--- config.mk ---
export PLATFORM = sky130hd
export DESIGN_NAME = vigna_bus_arbiter
export DESIGN_NICKNAME = d
export VERILOG_FILES = /design/src/rtl/vigna_bus_arbiter.sv
export SDC_FILE = /design/constraint.sdc
export NUM_CORES = 1
export LEC_CHECK = 0
export CAP_MARGIN = 40
export CORE_AREA = 2 2 109 111
export CTS_BUF_LIST = sky130_fd_sc_hd__clkbuf_16
export DETAILED_ROUTE_END_ITERATION = 8
export DIE_AREA = 0 0 111 113
export DONT_BUFFER_PORTS = 1
export GPL_TIMING_DRIVEN = 0
export SLEW_MARGIN = 0
export SYNTH_ARGS = -nofsm -noshare
export SYNTH_HDL_FRONTEND = slang
export SYNTH_SLANG_ARGS = --single-unit
--- constraint.sdc ---
create_clock -name clk -period 2.8 [get_ports clk]
set_input_delay 0.42 -clock clk [delete_from_list [all_inputs] [get_ports clk]]
set_output_delay 0.42 -clock clk [all_outputs]
set_load 0.03 [all_outputs]
--- src/rtl/vigna_bus_arbiter.sv ---
// vigna_bus_arbiter: N-master to 1-slave valid/ready arbiter; the grant is held for a whole transaction.
// Latency: a request in IDLE reaches s_valid one cycle later; m_ready follows s_ready combinationally.
// Backpressure: the granted master waits on s_ready; other masters are held off until the next IDLE.
//
// Optional feature macro: VIGNA_ARB_RR_EN
//   undefined -> fixed priority, the lowest index with m_valid wins.
//   defined   -> round-robin from a pointer that advances past each completed grant.
//
// Ports:
//   clk, resetn                  clock, synchronous active-low reset
//   m_valid / m_ready            per-master request / completion (m_ready one-hot or zero)
//   m_addr / m_wdata / m_wstrb   packed per-master request payload, master i at slice i
//   m_rdata                      slave read data broadcast to every master
//   s_valid / s_ready            slave request / completion
//   s_addr / s_wdata / s_wstrb   payload of the granted master, zero while s_valid=0
//   s_rdata                      slave read data
//   grant                        index of the current or last granted master

module vigna_bus_arbiter #(
  parameter int NUM_MASTERS = 2,
  parameter int ADDR_WIDTH  = 32,
  parameter int DATA_WIDTH  = 32,
  localparam int SW         = DATA_WIDTH / 8,
  localparam int GW         = $clog2(NUM_MASTERS)
) (
  input  logic                          clk,
  input  logic                          resetn,
  input  logic [NUM_MASTERS-1:0]        m_valid,
  output logic [NUM_MASTERS-1:0]        m_ready,
  input  logic [NUM_MASTERS*ADDR_WIDTH-1:0] m_addr,
  input  logic [NUM_MASTERS*DATA_WIDTH-1:0] m_wdata,
  input  logic [NUM_MASTERS*SW-1:0]     m_wstrb,
  output logic [DATA_WIDTH-1:0]         m_rdata,
  output logic                          s_valid,
  input  logic                          s_ready,
  output logic [ADDR_WIDTH-1:0]         s_addr,
  output logic [DATA_WIDTH-1:0]         s_wdata,
  output logic [SW-1:0]                 s_wstrb,
  input  logic [DATA_WIDTH-1:0]         s_rdata,
  output logic [GW-1:0]                 grant
);

  typedef enum logic {
    IDLE = 1'b0,
    BUSY = 1'b1
  } state_t;

  state_t       state, state_nxt;
  logic [GW-1:0] grant_nxt;
  logic [GW-1:0] winner;
  logic          handshake;
  int            gi;

  assign gi        = int'(grant);
  assign m_rdata   = s_rdata;
  assign s_valid   = (state == BUSY) && m_valid[gi];
  assign handshake = s_valid && s_ready;

`ifdef VIGNA_ARB_RR_EN
  logic [GW-1:0] ptr, ptr_nxt;

  // Scan from ptr upwards, wrapping modulo NUM_MASTERS so a non-power-of-two
  // count never selects an index that does not exist.
  always_comb begin
    int   idx;
    logic found;
    winner = '0;
    found  = 1'b0;
    for (int k = 0; k < NUM_MASTERS; k++) begin
      idx = int'(ptr) + k;
      if (idx >= NUM_MASTERS) idx = idx - NUM_MASTERS;
      if (!found && m_valid[idx]) begin
        winner = GW'(idx);
        found  = 1'b1;
      end
    end
  end

  // Only a completed handshake moves the pointer; an abort leaves it alone.
  always_comb begin
    ptr_nxt = ptr;
    if (handshake) begin
      if (gi == NUM_MASTERS - 1) ptr_nxt = '0;
      else                       ptr_nxt = GW'(gi + 1);
    end
  end
`else
  always_comb begin
    logic found;
    winner = '0;
    found  = 1'b0;
    for (int k = 0; k < NUM_MASTERS; k++) begin
      if (!found && m_valid[k]) begin
        winner = GW'(k);
        found  = 1'b1;
      end
    end
  end
`endif

  // Next-state: grant is only rewritten on the IDLE->BUSY step, so it stays
  // stable for the whole BUSY period and reports the last master afterwards.
  always_comb begin
    state_nxt = state;
    grant_nxt = grant;
    case (state)
      IDLE: begin
        if (|m_valid) begin
          state_nxt = BUSY;
          grant_nxt = winner;
        end
      end
      BUSY: begin
        // Either a completed handshake or the master withdrawing its request
        // ends the transaction; both return to IDLE.
        if (handshake || !m_valid[gi]) state_nxt = IDLE;
      end
      default: state_nxt = IDLE;
    endcase
  end

  always_comb begin
    m_ready = '0;
    if (handshake) m_ready[gi] = 1'b1;
  end

  // Payload mux; zeroed whenever no request is presented to the slave.
  always_comb begin
    s_addr  = '0;
    s_wdata = '0;
    s_wstrb = '0;
    if (s_valid) begin
      s_addr  = m_addr[gi*ADDR_WIDTH +: ADDR_WIDTH];
      s_wdata = m_wdata[gi*DATA_WIDTH +: DATA_WIDTH];
      s_wstrb = m_wstrb[gi*SW +: SW];
    end
  end

  always_ff @(posedge clk) begin
    if (!resetn) begin
      state <= IDLE;
      grant <= '0;
`ifdef VIGNA_ARB_RR_EN
      ptr   <= '0;
`endif
    end else begin
      state <= state_nxt;
      grant <= grant_nxt;
`ifdef VIGNA_ARB_RR_EN
      ptr   <= ptr_nxt;
`endif
    end
  end

endmodule
==> flow_summary.yaml <==
outcome:
  status: "completed"
setup_path:
  crit_fanout: 10
  startpoint_type: "flop"
  cp_slowest_cell: "dfxtp_1"
  path_delay_family: "flip-flops"
  worst-path-buf-inv: 2
  critPathKind: "reg -> out"
  crit_path_end_kind: "output pin"
  cp_data_required_time_ps: 2380
  crit_arrival_ps: 2070
  path_cells: "buf_6, buf_4, nand3_1, a21boi_1"
  slowest_delay_ps: 750
route:
  drtPass1Iterations: 4
  drt-initial-drc-count: 126
  drc: 0
  viasPerCell: 4.93
  routed_wirelength_mm: 8.45
  post_drt_wl_per_cell_um: 17.3
  vias: 2400
  ant_nets: 0
synth:
  synth_top_family_by_area: "simple AND/OR/NAND/NOR gates"
  syn_nets: 463
  synth_cells: 290
  syn_area_mm2: 0.00207
  yosysUniqueCellTypes: 23
  synth.area.mux_share_pct: 0.483
  synthAdderAreaFrac_pct: 0
  synth_warnings: 0
  synth_compound_area_share_pct: 27.4
  syn_avg_cell_area_um2: 7.15
  ys_ff_latch: 2
  synth-simple-area-share_pct: 45.3
  ys_seq_area_share_pct: 1.93
  synthXorXnorAreaFrac_pct: 0
timing:
  slew_headroom_pct: 53.5
  period_needed_ps: 2490
  tightest_slew_ps: 696
  drv_slew: 0
  hold_slack_ps: 348
  fin_skew_ps: 1.13
  post-route-period-util_pct: 89.0
  fin_ws_ps: 307
  grt_setup_unrepaired: "false"
  fmax_mhz: 401
  finalSetupViolCount: 0
  finalHoldViolations: 0
  fin_setup_tns_ps: 0
grt:
  grt_first_pass_wirelength_mm: 12.3
  antenna_found_initial: 0
  grt_max_degree: 11
  track_usage_pct: 12.1
  grt_pass1_vias: 2339
  grt_remaining_overflow: 0
pwr:
  p_leak_nw: 0.967
  total_power_w: 0.000788
  irDropWorstVdd_uv: 324
  powerDensity_mw_per_mm2: 305
clock_tree:
  clk_transition_reported_paths_ps: 30
  cts-root-buf: "clkbuf_16"
  clock_latency_ps: 220
  numClockSinks: 2
  cts-resized-gates: 0
  cts_buffers: 3
  clockBufferDepth: 2
  cts_tree: "yes"
  h-tree-depth: 1
  cts_setup_buffers: 0
  postCtsHoldBufs: 0
placement:
  gp_congestion: 0.703
  io_buffers: 0
  placed_cells: 484
  post-dp-hpwl_mm: 6.96
  post-place-ws_ps: 448
floorplan:
  initial_core_util_pct: 18.4
  die-area_mm2: 0.0125
  die_w_um: 111
  ioPinCount: 277
  coreArea_mm2: 0.0113
  floorplan.rows: 39
  fp.dieH_um: 113
final_layout:
  area_growth_syn_to_layout_pct: 24.6
  regArea_um2: 40.0
  nets: 519
  diodes: 0
  final_cells: 487
  layout-drive-gt1-share_pct: 40.4
  multi_input_area_mm2: 0.00152
  nFillCells: 1260
min_path:
  hp-class: "in -> reg"
flow_run:
  max_cap_viol_count: 0
final cells by class:
class / count / share of cell area (%)
multi-input combinational: 215 / 58.8
buffer: 71 / 19.7
timing repair buffer: 51 / 9.88
tap: 143 / 6.93
clock buffer: 3 / 2.91
sequential: 2 / 1.55
inverter: 2 / 0.291
through the flow:
stage / area, µm² / util, %
after floorplan: 2070 / -
after global placement: 2250 / 20.0
after detailed placement: 2510 / 22.2
after CTS: 2580 / 22.9
after global routing: 2580 / 22.9
final: 2580 / 22.9
layout by cell type (no fill, tap or decap):
cell,netlist,layout
buf_2,17,68
nand3b_1,68,68
nand3_1,58,58
a21boi_0,50,50
buf_4,37,37
nand3_2,10,10
a21boi_2,10,10
a21boi_1,8,8
buf_6,7,7
clkbuf_1,7,7
clkbuf_16,0,3
nor2b_1,2,2
inv_1,2,2
nand2_1,2,2
nor2_1,2,2
dfxtp_1,2,2
mux2i_1,1,1
nor3_1,1,1
clkbuf_2,1,1
buf_8,1,1
buf_12,1,1
nand2b_1,1,1
o32ai_1,1,1
o221a_2,1,1
kinds of logic after synthesis:
| kind of cell | after synthesis |
|---|---|
| multiplexers | 1 |
| flip-flops | 2 |
| AND/OR/NAND/NOR | 144 |
| buffers and inverters | 73 |
| AO/OA/AOI/OAI | 70 |
synthesized netlist by cell type, drive strengths merged:
| library cell | count | share of area (%) |
|---|---|---|
| a21boi | 68 | 26 |
| nand3 | 68 | 19 |
| nand3b | 68 | 25 |
| buf | 63 | 23 |
| clkbuf | 8 | 1.5 |
| dfxtp | 2 | 1.9 |
| inv | 2 | 0.36 |
| nand2 | 2 | 0.36 |
| nor2 | 2 | 0.36 |
| nor2b | 2 | 0.60 |
| mux2i | 1 | 0.48 |
| nand2b | 1 | 0.30 |
| nor3 | 1 | 0.24 |
| o221a | 1 | 0.54 |
| o32ai | 1 | 0.42 |
worst reg2reg max path: stages (launching register included):
cell and delay, ps:
dfxtp_1 750, buf_6 290, clkbuf_2 260, o221a_2 210
report_power, final:
part,switching (W),total (W),internal [W],leakage (nW)
Clock,0.0000309,0.000212,0.000182,0.0370
Combinational,0.000345,0.000537,0.000192,0.914
Sequential,0.00000670,0.0000382,0.0000315,0.0166
Total,0.000383,0.000788,0.000405,0.967
worst paths after layout:
kind | startpoint | cells after the start | to | slack (ps)
worst min-delay path | resetn | 1 | grant | 350
worst min register to register | state | 2 | state | 660
worst max register to register | grant | 3 | grant | 1240
worst max-delay path | grant | 4 | s_addr[29] | 310
sequential cells by signal, summed over array words and instances (netlist names):
register,flops
state,1
grant,1
per-layer routing:
layer	vias to the layer above	track usage, %	share of wire [%]
met5	-	0	0
met4	0	2.25	0.95
met3	8	2.36	7.6
met2	162	22.5	51
met1	1108	14.5	40
li1	1122	-	-
Note: power is estimated with default switching activity, not from simulation.
